$ cat config.mk
export PLATFORM = sky130hd
export DESIGN_NAME = pulse_stretcher
export DESIGN_NICKNAME = d
export VERILOG_FILES = /design/src/rtl/pulse_stretcher.sv
export SDC_FILE = /design/constraint.sdc
export NUM_CORES = 1
export LEC_CHECK = 0
export CORE_MARGIN = 1.5
export CORE_UTILIZATION = 39
export DETAILED_ROUTE_END_ITERATION = 6
export PLACE_DENSITY = 0.69
export SKIP_LAST_GASP = 1
export SLEW_MARGIN = 20
export SYNTH_ARGS = -nofsm -noshare
export SYNTH_HDL_FRONTEND = slang
export SYNTH_SLANG_ARGS = --single-unit
$ cat constraint.sdc
create_clock -name clk -period 1.86 [get_ports clk]
set_input_delay 0.279 -clock clk [delete_from_list [all_inputs] [get_ports clk]]
set_output_delay 0.279 -clock clk [all_outputs]
set_load 0.01 [all_outputs]
$ cat src/rtl/pulse_stretcher.sv
// pulse_stretcher
//
// Turns single-cycle trigger pulses into fixed-width level pulses. Each
// trigger gives WIDTH cycles of out=1, followed by at least GAP cycles of
// out=0. Triggers that arrive while a pulse or its gap is in progress are
// counted. They are replayed in order, up to MAXPEND of them. Any further
// trigger is dropped and flagged on overflow.
//
// Optional feature, controlled by the macro PULSE_STRETCHER_RETRIGGER_EN:
//   defined   : retrigger mode. A trigger during HIGH restarts the width.
//               A trigger during GAP goes straight back to HIGH. There is
//               no queue, so pending and overflow stay 0.
//   undefined : queueing mode, as described above (this is the default).
//
// Ports:
//   clk      in   rising-edge clock
//   rst      in   synchronous reset, active-high
//   in       in   trigger; every cycle sampled high is one trigger
//   out      out  stretched pulse (registered)
//   busy     out  high whenever the FSM is not IDLE (registered)
//   pending  out  number of queued triggers (registered)
//   overflow out  one-cycle strobe: a trigger was dropped (registered)
//
// Handshake: none. Every cycle in which in=1 is sampled is one trigger
// event. There is no back-pressure; a trigger that cannot be queued is
// dropped and reported on overflow.
module pulse_stretcher #(
  parameter int WIDTH   = 4,
  parameter int GAP     = 1,
  parameter int MAXPEND = 3
) (
  input  logic                         clk,
  input  logic                         rst,
  input  logic                         in,
  output logic                         out,
  output logic                         busy,
  output logic [$clog2(MAXPEND+1)-1:0] pending,
  output logic                         overflow
);

  localparam int CNT_MAX = (WIDTH > GAP) ? WIDTH : GAP;
  localparam int CW      = $clog2(CNT_MAX + 1);
  localparam int PW      = $clog2(MAXPEND + 1);

  typedef enum logic [1:0] {
    S_IDLE = 2'd0,
    S_HIGH = 2'd1,
    S_GAP  = 2'd2
  } state_t;

  state_t          state_q, state_d;
  logic [CW-1:0]   cnt_q, cnt_d;
  logic [PW-1:0]   pend_q, pend_d;
  logic            out_q, out_d;
  logic            busy_q, busy_d;
  logic            ovf_q, ovf_d;

`ifndef PULSE_STRETCHER_RETRIGGER_EN
  logic            end_seq;   // last cycle of the busy sequence
  logic            take;      // this cycle's trigger starts a pulse
  logic            pop;       // a queued trigger starts a pulse
  logic            arrive;    // this cycle's trigger must be queued
`endif

  always_comb begin
    state_d = state_q;
    cnt_d   = cnt_q;
    pend_d  = pend_q;
    ovf_d   = 1'b0;
`ifdef PULSE_STRETCHER_RETRIGGER_EN
    pend_d = '0;
    case (state_q)
      S_IDLE: begin
        if (in) begin
          state_d = S_HIGH;
          cnt_d   = CW'(WIDTH - 1);
        end
      end
      S_HIGH: begin
        if (in) begin
          cnt_d = CW'(WIDTH - 1);
        end else if (cnt_q != '0) begin
          cnt_d = cnt_q - 1'b1;
        end else if (GAP > 0) begin
          state_d = S_GAP;
          cnt_d   = CW'(GAP - 1);
        end else begin
          state_d = S_IDLE;
        end
      end
      S_GAP: begin
        if (in) begin
          state_d = S_HIGH;
          cnt_d   = CW'(WIDTH - 1);
        end else if (cnt_q != '0) begin
          cnt_d = cnt_q - 1'b1;
        end else begin
          state_d = S_IDLE;
        end
      end
      default: state_d = S_IDLE;
    endcase
`else
    end_seq = 1'b0;
    take    = 1'b0;
    pop     = 1'b0;
    case (state_q)
      S_IDLE: begin
        if (in) begin
          state_d = S_HIGH;
          cnt_d   = CW'(WIDTH - 1);
          take    = 1'b1;
        end
      end
      S_HIGH: begin
        if (cnt_q != '0) begin
          cnt_d = cnt_q - 1'b1;
        end else if (GAP > 0) begin
          state_d = S_GAP;
          cnt_d   = CW'(GAP - 1);
        end else begin
          // With no gap, the last high cycle is also the end of the sequence.
          end_seq = 1'b1;
        end
      end
      S_GAP: begin
        if (cnt_q != '0) cnt_d = cnt_q - 1'b1;
        else             end_seq = 1'b1;
      end
      default: state_d = S_IDLE;
    endcase

    // The queue takes priority over a fresh trigger, so pulses replay in order.
    if (end_seq) begin
      if (pend_q != '0) begin
        state_d = S_HIGH;
        cnt_d   = CW'(WIDTH - 1);
        pop     = 1'b1;
      end else if (in) begin
        state_d = S_HIGH;
        cnt_d   = CW'(WIDTH - 1);
        take    = 1'b1;
      end else begin
        state_d = S_IDLE;
      end
    end

    arrive = in && !take;
    if (pop && arrive) begin
      pend_d = pend_q;  // one consumed, one queued
    end else if (pop) begin
      pend_d = pend_q - 1'b1;
    end else if (arrive) begin
      if (pend_q == PW'(MAXPEND)) ovf_d  = 1'b1;
      else                        pend_d = pend_q + 1'b1;
    end
`endif
    out_d  = (state_d == S_HIGH);
    busy_d = (state_d != S_IDLE);
  end

  always_ff @(posedge clk) begin
    if (rst) begin
      state_q <= S_IDLE;
      cnt_q   <= '0;
      pend_q  <= '0;
      out_q   <= 1'b0;
      busy_q  <= 1'b0;
      ovf_q   <= 1'b0;
    end else begin
      state_q <= state_d;
      cnt_q   <= cnt_d;
      pend_q  <= pend_d;
      out_q   <= out_d;
      busy_q  <= busy_d;
      ovf_q   <= ovf_d;
    end
  end

  assign out      = out_q;
  assign busy     = busy_q;
  assign pending  = pend_q;
  assign overflow = ovf_q;

endmodule

After elaboration in Yosys (flattened, before gate mapping)
Index checks and enable logic that the tools add are counted.

Bits in registers: 10. Input bits: 3. Output and inout bits: 5. Word-level logic and storage cells: 52.

Add/subtract/negate cells: 3. Equality and inequality tests: 5. Muxes and demuxes: 26. Bitwise operators: 2. Reduce and logical (&&, ||, !) cells: 10.

Operators with widths (count): $mux W3 (6); $mux W1 (12); $mux W2 (6); $pmux W3 S3 (1); $pmux W2 S3 (1); $reduce_bool A2 Y1 (3); $eq A2 B1 Y1 const B (2); $eq A2 B2 Y1 const B (2); $reduce_or A4 Y1 (1); $reduce_and A3 Y1 (1); $reduce_bool A3 Y1 (1); $sub A3 B1 Y3 const B (1); $add A2 B1 Y2 const B (1); $logic_and A1 B1 Y1 (2); $logic_not A2 Y1 (1); $ne A2 B2 Y1 const B (1); $not A1 Y1 (2); $sub A2 B1 Y2 const B (1); $logic_not A1 Y1 (1).

Depth between registers and ports, before layout
Depth in word-level cells: 10. Gate-level depth with buffers: 9.

Worst setup path after synthesis
Ideal clock, no wire load.

Path kind: reg2reg. From: register cnt_q[0]. To: register cnt_q[0]. Setup time: 0.128 ns. Arrival time: 1.381 ns. Required time: 1.732 ns. Path slack: 0.351 ns. Stages on the path, launching flop included: 10. Buffers on the path: 1. Cells stage by stage: dfxtp_1 inv_1 ha_1 nor2b_1 buf_2 inv_1 ha_1 a2bb2oi_1 a21oi_1 nor2_1.

Word-level cells in the longest chain between the ends: 6. Elaborated cells on any way between the ends: 11. Those cells by class: add/sub (1); mux (9); reduce/logical (1).

Ends and longest elaborated chain: start, declared (line 52) `logic [CW-1:0] cnt_q, cnt_d;`; start signal, assigned (line 172) `cnt_q <= cnt_d;`; $sub A3 B1 Y3 or $reduce_bool A3 Y1 (tied branches) (line 117, 127, 116); $mux W3 (on tied branches) (line 127, 116); $pmux W3 S3 (line 107) `case (state_q)`; $mux W3 (line 139) `end else if (in) begin`; $mux W3 (line 135) `if (pend_q != '0) begin`; $mux W3 (*) (line 134) `if (end_seq) begin`.

Every way passes the cells marked *; elsewhere a longest branch is shown, timed or not. A chain may end at the register's enable or synchronous reset.

Worst setup path after layout
Same ends and word-level chain as after synthesis.

==> flow_metrics.tcl <==
set metrics [dict create \
    status "finished, final reports clean" \
    num_vias 536 \
    antenna_found_initial 0 \
    slew_viol_final 0 \
    io_buffers 7 \
    timing.hold.ws_ps 506.7 \
    synth_warnings 0 \
    r2r_start "cnt_q[0]" \
    max_cap_violations 0 \
    p_leak_nw 0.2668 \
    fill_cells 146 \
    worst_pin_slew_ps 515.9 \
    remaining_drc_errors 0 \
    first_pass_iters 4 \
    clockBufferDepth 2 \
    critPathLaunchType "flop" \
    min_period_ps 1588 \
    via_per_inst 5.526 \
    r2r_cells 8 \
    setup_tns_ps 0 \
    seq_area_sq_um 200.2 \
    use_met1_pct 17.68 \
    peakVddDrop_uv 561.8 \
    grt.total_usage_pct 14.27 \
    drtIter0Drc 5 \
    synth_top_family_by_area "compound AO/OA/AOI/OAI gates" \
    num_rows 13 \
    synth-simple-area-share_pct 24.26 \
    synthMuxAreaShare_pct 1.702 \
    post-cts-setup-buffers 0 \
    finalHoldViolations 0 \
    synthDistinctLibCells 29 \
    yosysSeqAreaShare_pct 34.04 \
    finalWeightedCongestion 0.7821 \
    synth_area_sq_um 588.1 \
    cp.required_ps 2060 \
    ctsHoldBuffers 0 \
    synth-seq-cells 10 \
    setup.worst_path.class "flop to flop" \
    worst_r2r_endpoint "cnt_q[0]" \
    worstSkewPairLatency_ps 250 \
    critPathArrivalTime_ps 1780 \
    wire_per_inst_microns 11.48 \
    cts.htree.levels 1 \
    diodes 0 \
    wirelength_mm 1.114 \
    grt_pass1_vias 468 \
    io_pins 8 \
    grt_max_degree 17 \
    drive_gt1_share_pct 7.317 \
    cts_tree "built" \
    areaGrowthSynthToFinish_pct 17.02 \
    cts_resized 0 \
    p_total_w 0.0006549 \
    slew_headroom_pct 65.56 \
    period_share_pct 85.37 \
    top_usage_layer "met2" \
    multi_input_area_sq_um 342.8 \
    syn-instance-count 75 \
    die_h_microns 41.83 \
    met2_usage_pct 21.25 \
    power_density_mw_per_mm2 951.7 \
    endpoint "cnt_q[0]" \
    dp.cells 94 \
    grt-ovfl-total 0 \
    nets 90 \
    syn_avg_cell_area_sq_um 7.841 \
    synthesis.nets 81 \
    met3_usage_pct 7.826 \
    synth_compound_area_share_pct 24.26 \
    cts-root-buf "clkbuf_4" \
    die_area_sq_mm 0.001750 \
    crit_path_start "cnt_q[0]" \
    setup_viol 0 \
    clock_sinks 10 \
    start_util_pct 43.56 \
    synth_xor_area_share_pct 0 \
    worst-r2r-setup-slack_ps 270 \
    die_w_microns 41.83 \
    grt_pass1_wl_mm 1.890 \
    synthAdderAreaFrac_pct 8.085 \
    ant_nets 0 \
    hpwlAfterDp_microns 840 \
    clk_pin_slew_ps 60 \
    rsz0062_at_grt "no" \
    cp_max_fo 4 \
    worstSetupEndpointType "flop" \
    fin_cells 97 \
    core_area_sq_mm 0.001350 \
    clock_skew_ps 0.5312 \
    clock.fmax_mhz 629.8 \
    hold_class "flop to flop" \
    numCtsBuffers 3 \
]
-- routing by layer --
metal,wire length [microns],vias to the layer above
li1,-,280
met1,518,244
met2,533,12
met3,61,0
met4,0,0
met5,0,-
-- sequential cells by signal, indices dropped and copies added (netlist names) --
| signal | flops |
|---|---|
| busy | 1 |
| cnt_q | 3 |
| out | 1 |
| overflow | 1 |
| pending | 2 |
| state_q | 2 |
-- where the power goes --
part / total, W / internal [W] / switching (W) / leakage [nW]
Sequential: 0.000286 / 0.000244 / 0.0000424 / 0.0824
Clock: 0.000137 / 0.0000741 / 0.0000631 / 0.0138
Combinational: 0.000232 / 0.000118 / 0.000114 / 0.171
Total: 0.000655 / 0.000436 / 0.000219 / 0.267
-- area by class of cell --
type	count	area share, %
multi-input cells	55	49.82
flip-flops and latches	10	29.09
repair buffers	9	12.36
clock buffers	3	3.273
inverters	5	2.727
well taps	15	2.727
-- worst max-delay path, stage by stage (launching register included) --
cell       delay [ps]
dfxtp_1           310
inv_1             100
ha_1              220
nor2b_1           210
inv_1             100
ha_1              270
a2bb2oi_1         140
a21oi_1            90
nor2_1             90
-- kinds of logic (layout without fill, tap and decap cells) --
logic type / count (synthesis) / count (layout)
buffers and inverters: 10 / 17
DFF: 10 / 10
adders and majority gates: 4 / 4
AOI/OAI and AO/OA: 22 / 22
and+or+nand+nor: 28 / 28
muxes: 1 / 1
-- placed cells by master (no fill, tap or decap), types with 3 or more instances in the layout --
master,count
nand2_1,7
clkdlybuf4s50_1,7
nor2_1,9
a21oi_1,5
clkbuf_4,3
dfxtp_1,10
nor3_1,4
a211oi_1,3
inv_1,5
ha_1,3
o21ai_0,4
-- synthesized netlist by cell type --
cell type	count	share of area (%)
nor3_1	4	3.4
ha_1	3	6.4
buf_4	1	1.3
nand3_1	1	0.85
a31oi_1	1	1.1
maj3_1	1	1.7
nand2b_4	1	2.3
or4_1	1	1.3
o21ai_0	4	3.4
buf_2	2	1.7
o22ai_1	2	2.1
nor4bb_1	1	1.7
clkbuf_1	1	0.64
a211oi_1	3	3.8
a2bb2oi_1	2	3.0
mux2i_1	1	1.7
or3_1	1	1.1
clkbuf_2	1	0.85
nor2_1	9	5.7
o22a_1	1	1.5
nand2_1	7	4.5
nand3b_1	1	1.3
a21oi_1	5	4.3
a21o_1	1	1.3
dfxtp_1	10	34
nor2b_1	2	2.1
o21a_1	2	2.6
a21boi_0	1	1.3
inv_1	5	3.2
-- metrics by stage --
stage | util, % | worst slack, ps | cell area (sq um)
final | 50.97 | 272.1 | 688.2
after global routing | 50.97 | 140.6 | 688.2
after CTS | 50.97 | 288.2 | 688.2
after detailed placement | 49.30 | 191.8 | 665.6
after global placement | 49.30 | 238.1 | 665.6
after floorplan | - | 350.9 | 588.1
-- worst min-delay path by stage --
stage / start / depth (start not counted) / endpoint
6_report: pending[0] / 2 / overflow
5_1_grt: pending[0] / 2 / overflow
4_1_cts: pending[0] / 2 / overflow
3_5_place_dp: pending[0] / 2 / overflow
3_3_place_gp: pending[0] / 2 / overflow
2_1_floorplan: rst / 3 / cnt_q[1]
Note: power is estimated with default switching activity, not from simulation.
